**src/rtl/best_d_pkg.sv**
```systemverilog
// best_d_pkg: shared constants for the best-divisor pipeline.
//   LN2_Q16   : ln(2) in Q16 fixed point
//   *_W_DEF   : default port widths for best_d
//   LATENCY   : cycles from an input edge to the matching output edge
package best_d_pkg;

  localparam int unsigned LN2_Q16   = 45426;

  localparam int unsigned N_W_DEF   = 11;
  localparam int unsigned T_W_DEF   = 6;
  localparam int unsigned D_W_DEF   = 10;
  localparam int unsigned U_W_DEF   = 4;

  localparam int unsigned LATENCY   = 4;

endpackage

```
**src/rtl/best_d_div.sv**
```systemverilog
// best_d_div: combinational unsigned restoring divider, quo_c = floor(num / den).
// Ports:
//   num   : dividend, NUM_W bits
//   den   : divisor, DEN_W bits (den = 0 yields all-ones quotient)
//   quo_c : quotient, NUM_W bits, combinational
module best_d_div #(
  parameter int unsigned NUM_W = 29,
  parameter int unsigned DEN_W = 24
) (
  input  logic [NUM_W-1:0] num,
  input  logic [DEN_W-1:0] den,
  output logic [NUM_W-1:0] quo_c
);

  logic [DEN_W:0] rem;

  // One restoring step per dividend bit, MSB first; rem stays below den after each step.
  always_comb begin
    rem   = '0;
    quo_c = '0;
    for (int i = int'(NUM_W) - 1; i >= 0; i--) begin
      rem = {rem[DEN_W-1:0], num[i]};
      if (rem >= {1'b0, den}) begin
        rem      = rem - {1'b0, den};
        quo_c[i] = 1'b1;
      end
    end
  end

endmodule

```
**src/rtl/best_d.sv**
```systemverilog
// best_d: fully pipelined best-divisor calculator.
//   d = clamp(round(ln2 * (n - (t-1)/2) / t), 1, 2^D_W-1), d = 0 when t = 0,
//   u = ceil(log2(d)). One (n,t) pair accepted per cycle, result after edge k+LATENCY.
// Ports:
//   clk : rising-edge clock
//   rst : synchronous active-high reset, clears every stage and the outputs
//   n   : code length (unsigned)
//   t   : code weight (unsigned)
//   d   : registered best divisor
//   u   : registered ceil(log2(d))
module best_d
  import best_d_pkg::*;
#(
  parameter int unsigned N_W = N_W_DEF,
  parameter int unsigned T_W = T_W_DEF,
  parameter int unsigned D_W = D_W_DEF,
  parameter int unsigned U_W = U_W_DEF
) (
  input  logic           clk,
  input  logic           rst,
  input  logic [N_W-1:0] n,
  input  logic [T_W-1:0] t,
  output logic [D_W-1:0] d,
  output logic [U_W-1:0] u
);

  // S = 2n - t + 1 needs one bit for the doubling and one for the sign.
  localparam int unsigned S_W   = N_W + 2;
  localparam int unsigned MAG_W = S_W - 1;
  // LN2_Q16 * S < 2^(N_W+17); adding t*2^16 stays below 2^(N_W+18).
  localparam int unsigned NUM_W = N_W + 18;
  localparam int unsigned DEN_W = T_W + 18;
  localparam int unsigned P_W   = D_W + 1;
  localparam int unsigned D_MAX = (1 << D_W) - 1;

  // Stage 1: input capture
  logic           v1;
  logic [N_W-1:0] n1;
  logic [T_W-1:0] t1;

  // Stage 2: signed S
  logic                  v2;
  logic signed [S_W-1:0] s2;
  logic [T_W-1:0]        t2;
  logic [S_W-1:0]        s_c;

  // Stage 3: dividend / divisor and case flags
  logic             v3, pos3, tz3;
  logic [NUM_W-1:0] num3;
  logic [DEN_W-1:0] den3;
  logic             pos_c;
  logic [MAG_W-1:0] mag_c;
  logic [NUM_W-1:0] num_c;

  // Stage 4: quotient
  logic             v4, pos4, tz4;
  logic [NUM_W-1:0] q4;
  logic [NUM_W-1:0] quo_c;

  // Stage 5 combinational results
  logic [D_W-1:0] d_c;
  logic [U_W-1:0] u_c;
  logic [P_W-1:0] pow_c;

  // Unsigned modular arithmetic gives the correct two's-complement S.
  assign s_c   = S_W'({n1, 1'b0}) - S_W'(t1) + S_W'(1);

  assign pos_c = !s2[S_W-1] && (s2 != '0);
  assign mag_c = s2[MAG_W-1:0];
  assign num_c = NUM_W'(LN2_Q16) * NUM_W'(mag_c) + (NUM_W'(t2) << 16);

  best_d_div #(
    .NUM_W (NUM_W),
    .DEN_W (DEN_W)
  ) u_div (
    .num   (num3),
    .den   (den3),
    .quo_c (quo_c)
  );

  // Clamp quotient into 1..D_MAX; special cases for non-positive S and t = 0.
  always_comb begin
    d_c = '0;
    if (!v4 || tz4) begin
      d_c = '0;
    end else if (!pos4 || (q4 == '0)) begin
      d_c = D_W'(1);
    end else if (q4 > NUM_W'(D_MAX)) begin
      d_c = D_W'(D_MAX);
    end else begin
      d_c = D_W'(q4);
    end
  end

  // Priority encoder: scan down so the last hit is the smallest u with 2^u >= d.
  always_comb begin
    u_c   = '0;
    pow_c = '0;
    for (int i = int'(D_W); i >= 0; i--) begin
      pow_c = P_W'(1) << i;
      if (pow_c >= {1'b0, d_c}) begin
        u_c = U_W'(i);
      end
    end
  end

  // Pipeline registers; v* marks stages holding a real sampled pair.
  always_ff @(posedge clk) begin
    if (rst) begin
      v1   <= 1'b0;
      n1   <= '0;
      t1   <= '0;
      v2   <= 1'b0;
      s2   <= '0;
      t2   <= '0;
      v3   <= 1'b0;
      pos3 <= 1'b0;
      tz3  <= 1'b0;
      num3 <= '0;
      den3 <= '0;
      v4   <= 1'b0;
      pos4 <= 1'b0;
      tz4  <= 1'b0;
      q4   <= '0;
      d    <= '0;
      u    <= '0;
    end else begin
      v1   <= 1'b1;
      n1   <= n;
      t1   <= t;

      v2   <= v1;
      s2   <= s_c;
      t2   <= t1;

      v3   <= v2;
      pos3 <= pos_c;
      tz3  <= (t2 == '0);
      num3 <= pos_c ? num_c : '0;
      den3 <= DEN_W'(t2) << 17;

      v4   <= v3;
      pos4 <= pos3;
      tz4  <= tz3;
      q4   <= quo_c;

      d    <= d_c;
      u    <= (!v4 || tz4) ? '0 : u_c;
    end
  end

endmodule

```
**config.mk**
```make
export PLATFORM = sky130hd
export DESIGN_NAME = best_d
export DESIGN_NICKNAME = d
export VERILOG_FILES = /design/src/rtl/best_d_pkg.sv /design/src/rtl/best_d_div.sv /design/src/rtl/best_d.sv
export SDC_FILE = /design/constraint.sdc
export NUM_CORES = 1
export LEC_CHECK = 0
export BUFFER_PORTS_ARGS = -buffer_cell sky130_fd_sc_hd__buf_2
export CORE_UTILIZATION = 55
export CTS_CLUSTER_SIZE = 8
export DETAILED_ROUTE_END_ITERATION = 10
export GPL_TIMING_DRIVEN = 0
export PLACE_DENSITY = 0.71
export SETUP_SLACK_MARGIN = 0.5
export SLEW_MARGIN = 20
export SYNTH_ARGS = -nofsm -noshare
export SYNTH_HDL_FRONTEND = slang
export SYNTH_SLANG_ARGS = --single-unit
```
**constraint.sdc**
```tcl
create_clock -name clk -period 67.8 [get_ports clk]
set_input_delay 0 -clock clk [delete_from_list [all_inputs] [get_ports clk]]
set_output_delay 0 -clock clk [all_outputs]
set_load 0.02 [all_outputs]
```
==> flow_metrics.py <==
metrics = {
    "cts": {
        "clk_pin_slew_worst_paths_ns": 0.06,
        "tritoncts_buffer_count": 17,
        "cell_at_the_root_of_the_clock_tree": "clkbuf_16",
        "worst_skew_pair.late_latency_ns": 0.43,
        "cts_sinks": 121,
        "cts_tree": "yes",
        "maximum_level_of_the_cts_h_tree": 4,
        "clockBufferDepth": 2,
    },
    "final_layout": {
        "synth_to_final_area_change_pct": 9.86,
        "final_nets": 2489,
        "finalInstanceArea_um2": 18600,
        "insertedDiodeCount": 0,
        "drive_above_1_share_pct": 10.0,
        "utilization_pct": 62.0,
        "number_of_inserted_filler_cells_in_the_final_layout": 2629,
    },
    "floorplan": {
        "core_area_um2": 30000,
        "die_x_um": 177,
        "ioPinCount": 33,
        "die_height_um": 177,
        "num_rows": 63,
        "start_util_pct": 56.5,
        "design.die.area_um2": 31500,
    },
    "synth": {
        "number_of_flip_flops_and_latches_in_the_synthesized_netlist": 121,
        "syn_nets": 2409,
        "postSynthCellCount": 2060,
        "ys.flop_type": "dfxtp_1",
        "synthArstFlopShare_pct": 0,
        "share_of_synthesized_area_occupied_by_flip_flops_and_latches_pct": 14.3,
        "synth-edff-count": 0,
        "synth-warning-count": 0,
        "yosys.cell_types.count": 100,
        "post_synth_instance_area_um2": 16900,
        "synth_area_per_cell_um2": 8.21,
    },
    "worst_setup_path": {
        "worst_path_most_repeated_cell": "a21o_1",
        "path_class": "flop to flop",
        "timing.rr.end": "q4[0]",
        "setup.worst_path.start_class": "flop",
        "critical_path_peak_fanout": 18,
        "number_of_buffer_and_inverter_stages_on_the_critical_path": 29,
        "timing.critical_path.to_type": "flop",
        "worst-endpoint-arrival_ns": 63.01,
        "worst_path_dominant_cell_family": "compound AO/OA/AOI/OAI gates",
        "ff2ff_path_depth": 290,
        "r2r_setup_slack_ns": 5.05,
        "crit_required_ns": 68.06,
        "critical-path-slowest-cell": "o21ai_0",
        "slowest_delay_ns": 0.51,
        "critical_path.reg2reg.startpoint": "den3[17]",
    },
    "run": {
        "drv.max_cap_violation_count": 0,
    },
    "detailed_routing": {
        "routed_via_density": 5.96,
        "vias": 15200,
        "ant_nets": 0,
        "drt_wl_total_um": 43800,
        "violation_count_after_the_first_detailed_route_iteration": 938,
        "drt_pre_antenna_iters": 5,
        "drt-wirelength-per-cell_um": 17.2,
        "detail_route.drc_violations": 0,
    },
    "timing": {
        "achievable-frequency_ghz": 0.0159,
        "fin_crit_sh_pct": 92.5,
        "worst_pin_slew_ns": 1.07,
        "finalSetupTns_ns": 0,
        "grt_setup_unrepaired": "no",
        "total_of_endpoints_with_negative_setup_slack_in_the_final_report": 0,
        "timing_hold_violations_final": 0,
        "setup_ws_ns": 5.05,
        "timing.final.crit_period_ns": 62.75,
        "max-slew-margin-rel_pct": 28.8,
        "clock-skew-final_ns": 0.00805,
        "final_max_slew_viol_count": 0,
    },
    "hold_path": {
        "min-delay-path-class": "primary input to flop",
        "min-delay-start": "t[2]",
        "min_path_cells": 3,
        "hold_end": "t1[2]",
    },
    "place": {
        "detailedPlace.worstSlack_ns": 1.20,
        "dp_hpwl_um": 34400,
        "port_buffers": 32,
        "gpl.final_weighted_congestion": 0.907,
        "place_area_um2": 17600,
    },
    "global_route": {
        "gr-total-overflow": 0,
        "first_pass_grt_wire_length_um": 72000,
        "grt_max_degree": 31,
        "grt_antenna_before_repair": 0,
        "grt_pass1_vias": 14900,
        "grt_util_all_layers_pct": 28.4,
    },
    "run_status": {
        "run_status": "finished, final reports clean",
    },
}
-- routing by layer --
metal | up-vias | GRT usage [%] | part of all wire [%]
li1 | 7515 | - | -
met1 | 7235 | 35.0 | 44
met2 | 335 | 51.0 | 49
met3 | 79 | 2.93 | 4.0
met4 | 0 | 9.62 | 2.7
met5 | - | 0 | 0
-- cells in the mapped netlist (7+ instances only) --
cell type    n  area (um2)
dfxtp_1    121        2420
o21a_1      22         165
fa_1        62        1240
nor2b_1     71         444
or4_1       12        90.1
mux2_2      30         338
a211oi_1     9        67.6
mux2i_1     39         390
and3_1      17         106
or3_1       12        75.1
o21ai_1     10        50.1
nand3_1     22         110
nor2_1     195         732
o21ai_0     83         415
nor4_1      18         113
xnor2_1     71         622
nand4_1     23         144
ha_1       268        3350
o31ai_1     11        82.6
nand2b_1    53         332
a31o_2       9        78.8
o21bai_1    24         180
or2_2       11        68.8
o31a_1       7        61.3
nor3_1      56         280
xor2_1      58         508
a21oi_1    125         626
inv_1      191         717
buf_2       10        50.1
nand2_1     93         349
clkbuf_1    27         101
a21o_1     104         781
a211oi_2     8         100
a31oi_1     15        93.8
and2_1      27         169
-- cell usage in the layout (no fill, tap or decap), types with 9 or more instances in the layout --
cell type        n
or3_1           12
clkbuf_1        21
nand4_1         23
a21oi_1        123
mux2_2          30
and3_1          17
o21bai_1        24
nor2_1         193
nand3_1         22
o21ai_0         81
a31oi_1         13
a211oi_2        10
buf_4           12
fa_1            62
ha_1           268
dlygate4sd3_1   18
o31ai_1         11
nor2b_1         71
and2_1          27
a31o_2           9
nand2b_1        53
dfxtp_1        120
buf_2           42
o21ai_1         12
mux2i_1         39
or2_2           11
xor2_1          58
inv_1          185
clkbuf_16       17
nand2_1         93
o21a_1          22
nor4_1          16
a21o_1         104
or4_1           12
nor3_1          56
xnor2_1         71
-- stage by stage --
stage                     hold WS, ns  cells
after CTS                       0.308   2536
after global placement          0.207   2482
final                           0.321   2543
after floorplan                 0.128   2060
after global routing            0.330   2543
after detailed placement        0.212   2486
-- tightest hold or removal path, stage by stage --
cell	delay [ns]
dlygate4sd3_1	0.52
buf_2	0.09
nor2b_1	0.10
-- kinds of logic after synthesis --
kind of cell	share of synthesized area, %
AOI/OAI and AO/OA	21.1
muxes	4.81
adders and majority gates	27.2
DFF	14.3
xor gates and xnor gates	6.84
and+or+nand+nor	20.3
buffers and inverters	5.44
-- area by class of cell --
class | instances | area [um2] | area share, %
multi-input combinational | 1702 | 13700 | 73.4
timing repair buffer | 61 | 473 | 2.54
clock buffer | 21 | 470 | 2.53
clock inverter | 11 | 145 | 0.781
inverter | 192 | 721 | 3.88
sequential | 121 | 2420 | 13.0
tap | 390 | 488 | 2.63
buffer | 45 | 214 | 1.15
-- sequential cells by signal, summed over array words and instances (netlist names) --
register	cells
v4	1
pos4	1
v2	1
q4	29
pos3	1
u	4
tz3	1
num3	28
tz4	1
t2	6
v1	1
n1	11
den3	6
v3	1
t1	6
d	10
s2	13
-- worst max path at each step --
stage | cells after the start | slack (ns) | start | end
2_1_floorplan | 294 | 12.91 | den3[17] | q4[0]
3_3_place_gp | 288 | 2.28 | den3[17] | q4[0]
3_5_place_dp | 288 | 1.20 | den3[17] | q4[0]
4_1_cts | 289 | 0.91 | den3[17] | q4[0]
5_1_grt | 301 | 0.47 | den3[17] | q4[0]
6_report | 290 | 5.05 | den3[17] | q4[0]
-- what timing repair did --
item / CTS / global route
hold buffers: 18 / 0
gates resized for setup: 0 / 37
endpoints found under the hold margin: 18 / 0
endpoints found under the setup margin: 0 / 3
buffers inserted: 0 / 7
Power is left out: the tool's default activity adds up to more than one toggle a clock period on the data nets, which glitch-free logic cannot reach.
